<file path="src/rtl/vga_pkg.sv">
// Shared types and default 640x480@60 timing for the VGA scan controller.
package vga_pkg;

  typedef enum logic [1:0] {
    IDLE,
    WAIT_VBLANK,
    UPDATING
  } upd_state_t;

  localparam int DEF_HPIXEL        = 640;
  localparam int DEF_H_FRONT_PORCH = 16;
  localparam int DEF_H_SYNC_PULSE  = 96;
  localparam int DEF_H_BACK_PORCH  = 48;
  localparam int DEF_VPIXEL        = 480;
  localparam int DEF_V_FRONT_PORCH = 10;
  localparam int DEF_V_SYNC_PULSE  = 2;
  localparam int DEF_V_BACK_PORCH  = 33;

endpackage

</file>
<file path="src/rtl/vga_scan_counter.sv">
// Horizontal/vertical scan counters with registered frame-start and
// vblank-start strobes, both high in the first clk of the new position.
module vga_scan_counter #(
  parameter logic [11:0] H_TOTAL = 12'd800,
  parameter logic [11:0] V_TOTAL = 12'd525,
  parameter logic [11:0] VPIXEL  = 12'd480
) (
  input  logic        clk,
  input  logic        rst,
  input  logic        pixel_en,
  output logic [11:0] hcount,
  output logic [11:0] vcount,
  output logic        frame_start,
  output logic        vblank_start
);

  logic h_last;
  logic v_last;

  assign h_last = (hcount == H_TOTAL - 12'd1);
  assign v_last = (vcount == V_TOTAL - 12'd1);

  // NOTE: sequential state uses non-blocking assignments so every register
  // samples the pre-edge values regardless of statement order.
  always_ff @(posedge clk) begin
    if (rst) begin
      hcount       <= '0;
      vcount       <= '0;
      frame_start  <= 1'b0;
      vblank_start <= 1'b0;
    end else begin
      // Strobes mark the tick that lands on (0,0) / (0,VPIXEL); they last
      // one clk even when pixel_en holds the counts for several clks.
      frame_start  <= pixel_en && h_last && v_last;
      vblank_start <= pixel_en && h_last && (vcount == VPIXEL - 12'd1);
      if (pixel_en) begin
        if (h_last) begin
          hcount <= '0;
          vcount <= v_last ? 12'd0 : vcount + 12'd1;
        end else begin
          hcount <= hcount + 12'd1;
        end
      end
    end
  end

endmodule

</file>
<file path="src/rtl/vga_scan_controller.sv">
// VGA timing generator with a once-per-frame update handshake that fires at
// the start of vertical blanking and flags updates that overrun a frame.
module vga_scan_controller
  import vga_pkg::*;
#(
  parameter int HPIXEL        = DEF_HPIXEL,
  parameter int H_FRONT_PORCH = DEF_H_FRONT_PORCH,
  parameter int H_SYNC_PULSE  = DEF_H_SYNC_PULSE,
  parameter int H_BACK_PORCH  = DEF_H_BACK_PORCH,
  parameter int VPIXEL        = DEF_VPIXEL,
  parameter int V_FRONT_PORCH = DEF_V_FRONT_PORCH,
  parameter int V_SYNC_PULSE  = DEF_V_SYNC_PULSE,
  parameter int V_BACK_PORCH  = DEF_V_BACK_PORCH,
  parameter int H_POLARITY    = 0,
  parameter int V_POLARITY    = 0
) (
  input  logic        clk,
  input  logic        rst,
  input  logic        pixel_en,
  input  logic        run,
  input  logic        upd_done,
  output logic [11:0] hCount,
  output logic [11:0] vCount,
  output logic        hSYNC,
  output logic        vSYNC,
  output logic        video_on,
  output logic        frame_start,
  output logic        upd_start,
  output logic        upd_busy,
  output logic        upd_overrun,
  output logic [15:0] gen_count
);

  localparam logic [11:0] H_TOTAL  = 12'(HPIXEL + H_FRONT_PORCH + H_SYNC_PULSE + H_BACK_PORCH);
  localparam logic [11:0] V_TOTAL  = 12'(VPIXEL + V_FRONT_PORCH + V_SYNC_PULSE + V_BACK_PORCH);
  localparam logic [11:0] H_ACTIVE = 12'(HPIXEL);
  localparam logic [11:0] V_ACTIVE = 12'(VPIXEL);
  localparam logic [11:0] H_SYNC_START = 12'(HPIXEL + H_FRONT_PORCH);
  localparam logic [11:0] H_SYNC_END   = 12'(HPIXEL + H_FRONT_PORCH + H_SYNC_PULSE);
  localparam logic [11:0] V_SYNC_START = 12'(VPIXEL + V_FRONT_PORCH);
  localparam logic [11:0] V_SYNC_END   = 12'(VPIXEL + V_FRONT_PORCH + V_SYNC_PULSE);
  localparam logic H_ACT_LVL = (H_POLARITY != 0);
  localparam logic V_ACT_LVL = (V_POLARITY != 0);

  logic       vblank_start;
  upd_state_t state;
  upd_state_t state_next;

  vga_scan_counter #(
    .H_TOTAL (H_TOTAL),
    .V_TOTAL (V_TOTAL),
    .VPIXEL  (V_ACTIVE)
  ) u_counter (
    .clk          (clk),
    .rst          (rst),
    .pixel_en     (pixel_en),
    .hcount       (hCount),
    .vcount       (vCount),
    .frame_start  (frame_start),
    .vblank_start (vblank_start)
  );

  assign hSYNC = (hCount >= H_SYNC_START && hCount < H_SYNC_END) ? H_ACT_LVL : ~H_ACT_LVL;
  assign vSYNC = (vCount >= V_SYNC_START && vCount < V_SYNC_END) ? V_ACT_LVL : ~V_ACT_LVL;
  assign video_on = (hCount < H_ACTIVE) && (vCount < V_ACTIVE);

  always_ff @(posedge clk) begin
    if (rst) state <= IDLE;
    else     state <= state_next;
  end

  // NOTE: every output of a combinational block gets a default first, so no
  // path through the case leaves it unassigned and infers a latch.
  always_comb begin
    state_next = state;
    upd_start  = 1'b0;
    case (state)
      IDLE:
        if (run) state_next = WAIT_VBLANK;
      WAIT_VBLANK:
        if (!run) begin
          state_next = IDLE;
        end else if (vblank_start) begin
          state_next = UPDATING;
          upd_start  = 1'b1;
        end
      UPDATING:
        if (upd_done) state_next = IDLE;
      default:
        state_next = IDLE;
    endcase
  end

  assign upd_busy = (state == UPDATING);

  // A completion in the same clk as the frame wrap counts as on time.
  always_ff @(posedge clk) begin
    if (rst) begin
      gen_count   <= '0;
      upd_overrun <= 1'b0;
    end else if (state == UPDATING) begin
      if (upd_done)         gen_count   <= gen_count + 16'd1;
      else if (frame_start) upd_overrun <= 1'b1;
    end
  end

endmodule

</file>
<file path="config.mk">
export PLATFORM = sky130hd
export DESIGN_NAME = vga_scan_controller
export DESIGN_NICKNAME = d
export VERILOG_FILES = /design/src/rtl/vga_pkg.sv /design/src/rtl/vga_scan_counter.sv /design/src/rtl/vga_scan_controller.sv
export SDC_FILE = /design/constraint.sdc
export NUM_CORES = 1
export LEC_CHECK = 0
export ABC_CLOCK_PERIOD_IN_PS = 2800
export CAP_MARGIN = 20
export CELL_PAD_IN_SITES_DETAIL_PLACEMENT = 0
export CELL_PAD_IN_SITES_GLOBAL_PLACEMENT = 1
export CORE_MARGIN = 2
export CORE_UTILIZATION = 36
export DETAILED_ROUTE_END_ITERATION = 12
export GPL_TIMING_DRIVEN = 0
export MAX_ROUTING_LAYER = met4
export PLACE_DENSITY = 0.76
export SLEW_MARGIN = 5
export SYNTH_ARGS = -nofsm -noshare
export SYNTH_HDL_FRONTEND = slang
export SYNTH_HIERARCHICAL = 1
export SYNTH_SLANG_ARGS = --single-unit
</file>
<file path="constraint.sdc">
create_clock -name clk -period 2.8 [get_ports clk]
set_clock_uncertainty 0.15 [all_clocks]
set_input_delay 0.56 -clock clk [delete_from_list [all_inputs] [get_ports clk]]
set_output_delay 0.56 -clock clk [all_outputs]
set_load 0.02 [all_outputs]
</file>
==> flow_summary_export.csv <==
group,metric,value,unit
run_status,status,"complete, no violations",
finish,drive_above_1_share,5.643,%
hold_path,worstHoldStart,"upd_overrun",
pwr,seqPwrFrac,54.6,%
pwr,leakage,0.0009232,uW
finish,antenna_cells,0,
die,rows,28,
worst_setup_path,cp_max_fo,2,
synthesis,syn_area,2218,sq um
synthesis,synth.top_cells.by_area,"dfxtp_1, xnor2_1, nor2_1",
synthesis,synthArstFlopShare,0,%
synthesis,synth_top_family_by_area,"simple AND/OR/NAND/NOR gates",
timing,fin_ws,119.6,ps
die,num_io_pins,52,
timing,max_freq,373.1,MHz
pwr,swShare,21.68,%
worst_setup_path,r2r_end,"u_counter/vcount[7]",
cts,clockBufferDepth,2,
global_routing,grt_first_pass_wirelength,9.163,mm
pwr,power.switching,257.3,uW
global_routing,overflow,0,
run,drv_cap,0,
drt,drc_errors,0,
drt,via_count,2090,
drt,drt-total-wl,5.612,mm
global_routing,grt_max_degree,15,
cts,clock_sinks,45,
pwr,power_density,405.5,nW/um^2
worst_setup_path,worstSetupPathType,"input port to primary output",
worst_setup_path,crit_required,2090,ps
die,start_util,37.25,%
drt,dr.pass1.iters,4,
place,gp_congestion,0.8728,
synthesis,yosys_most_used_dff,"dfxtp_1",
synthesis,syn-num-nets,270,
worst_setup_path,crit_path_end_kind,"primary output",
synthesis,synth_top_cell_by_area,"dfxtp_1",
pwr,intPower,929.5,uW
global_routing,grt_usage,17.99,%
finish,area.growth.synth_to_final,31.92,%
pwr,clkPwrFrac,41.7,%
timing,post-route-min-period,2680,ps
synthesis,synth_seq_cells,45,
finish,final_common_cell,"clkdlybuf4s50_1",
place,dp_hpwl,3.997,mm
drt,vias_per_cell,5.305,
place,dp_slack,45.54,ps
worst_setup_path,startpoint_type,"input port",
worst_setup_path,r2r-start,"u_counter/hcount[4]",
timing,hold_ws,324.6,ps
cts,cts_root_buffer,"clkbuf_8",
synthesis,ys_seq_area_share,40.61,%
cts,cts_hold_buf,0,
worst_setup_path,rrSetupSlack,240,ps
synthesis,synthAdderAreaFrac,2.256,%
timing,tightestPinTransition,959.8,ps
cts,postCtsSetupRepairBufs,0,
synthesis,synth_cells,261,
pwr,power_frac_comb,3.7,%
hold_path,hold_path.class,"flip-flop to flip-flop",
drt,ant_nets,0,
timing,rsz0062_at_grt,"no",
synthesis,ys_types,43,
worst_setup_path,r2r_cells,4,
synthesis,yosys.area_share.xor_xnor,8.291,%
die,die_x,82.50,um
global_routing,grt_pass1_vias,1919,
synthesis,muxShareOfSynthArea,1.918,%
timing,hold_viol,0,
synthesis,synth_top_area_share,40.61,%
synthesis,synth-edff-count,0,
die,dieArea,6806,sq um
finish,layout_common_cells,"clkdlybuf4s50_1, dfxtp_1, nor2_1",
synthesis,ys_warn_count,6,
drt,routedWlPerCell,14.24,um
cts,cts_made_buffers,5,
cts,cts_tree,"yes",
finish,final_nets,327,
finish,final_core_util,49.14,%
drt,drt_iter0_drc,90,
synthesis,avgSynthCellArea,8.500,sq um
global_routing,met2_usage,26.94,%
cts,clk_pin_slew,90,ps
timing,finalCritPeriodShare,95.73,%
hold_path,whs_endpoint,"upd_overrun",
die,fp.dieH,82.50,um
worst_setup_path,worstPathArrival,1970,ps
hold_path,hold_depth,2,
timing,setup_violations,0,
global_routing,antenna_found_initial,0,
place,port_buffers,50,
timing,setup_tns,0,ps
synthesis,synth_compound_area_share,9.081,%
global_routing,grt-busiest-layer,"met2",
timing,slew_violations,0,
timing,slew_headroom,35.43,%
die,design.core.area,5956,sq um
pwr,ir_drop,0.3555,mV
cts,h-tree-depth,2,
global_routing,grt_util_met3,3.804,%
global_routing,gr-usage-met1,24.62,%
cts,clk_latency,290,ps
synthesis,synth_simple_gate_area_share,32.37,%
-- synthesized netlist by cell type, types with 2 or more instances --
| cell | count |
|---|---|
| or4_1 | 5 |
| or3_1 | 8 |
| o31ai_1 | 2 |
| buf_2 | 2 |
| nor2_1 | 31 |
| xnor2_1 | 14 |
| nor4bb_1 | 2 |
| nor3_1 | 13 |
| o32ai_1 | 7 |
| nand2_1 | 11 |
| ha_1 | 4 |
| and4_1 | 3 |
| a31oi_1 | 2 |
| xor2_1 | 7 |
| mux2i_1 | 2 |
| nor4b_1 | 2 |
| clkbuf_1 | 5 |
| o21ai_0 | 2 |
| nor4_1 | 6 |
| nand4_1 | 12 |
| inv_1 | 16 |
| nand3_1 | 20 |
| and3_1 | 4 |
| nor2b_1 | 3 |
| a21oi_1 | 16 |
| dfxtp_1 | 45 |
-- stage by stage --
| step | cell area [sq um] | cells | power (uW) |
|---|---|---|---|
| floorplan | 2218 | 261 | 687.7 |
| global placement | 2813 | 386 | 707.8 |
| detailed placement | 2813 | 386 | 707.8 |
| CTS | 2924 | 394 | 1213 |
| global route | 2927 | 394 | 1242 |
| finish | 2927 | 394 | 1187 |
-- kinds of logic after synthesis --
logic type               after synthesis
XOR/XNOR                              21
AO/OA/AOI/OAI                         32
buffers and inverters                 26
flip-flops                            45
AND/OR/NAND/NOR                      129
multiplexers                           4
adder cells (fa/ha/maj)                4
-- critical path: stages --
cell and delay, ps:
clkdlybuf4s50_1 450, inv_1 50, nor3_1 250, clkdlybuf4s50_1 660
-- cell type report --
class	instances	area, sq um
clock buffers	6	72.57
repair buffers	50	503.0
clock inverters	2	38.79
inverters	16	60.06
multi-input cells	190	1196
fillers	599	3029
flip-flops and latches	45	900.9
plain buffers	10	61.31
well taps	75	93.84
-- worst max path at each step --
| stage | end | cells past startpoint | slack [ps] | from |
|---|---|---|---|---|
| after floorplan | u_counter/vcount[10] | 6 | 330 | pixel_en |
| after global placement | u_counter/vcount[9] | 5 | 40 | pixel_en |
| after detailed placement | u_counter/vcount[8] | 5 | 50 | pixel_en |
| after CTS | hSYNC | 4 | 90 | u_counter/hcount[10] |
| after global routing | vSYNC | 4 | 2 | u_counter/vcount[5] |
| final | upd_start | 4 | 120 | run |
-- repair_timing --
action,in CTS,in global routing
endpoints found under the setup margin,0,1
gates resized for setup,0,1
endpoints found under the hold margin,0,0
-- routing by layer --
metal	vias to the layer above	routed length [um]
li1	1054	-
met3	2	295
met2	60	2615
met1	974	2668
met5	-	0
met4	0	33
-- flip-flops by register name (all words and copies together), names as in the netlist --
signal / cells
u_counter/frame_start: 1
u_counter/hcount: 12
gen_count: 16
state: 2
u_counter/vcount: 12
u_counter/vblank_start: 1
upd_overrun: 1
-- power groups by stage --
stage	Clock [uW]	Sequential, uW	Combinational [uW]
after detailed placement	0	663	44.6
after CTS	520	648	44.7
final	495	648	44.1
after global routing	544	649	49.1
after global placement	0	663	44.5
after floorplan	0	666	21.5
(Power assumes the default switching activity.)
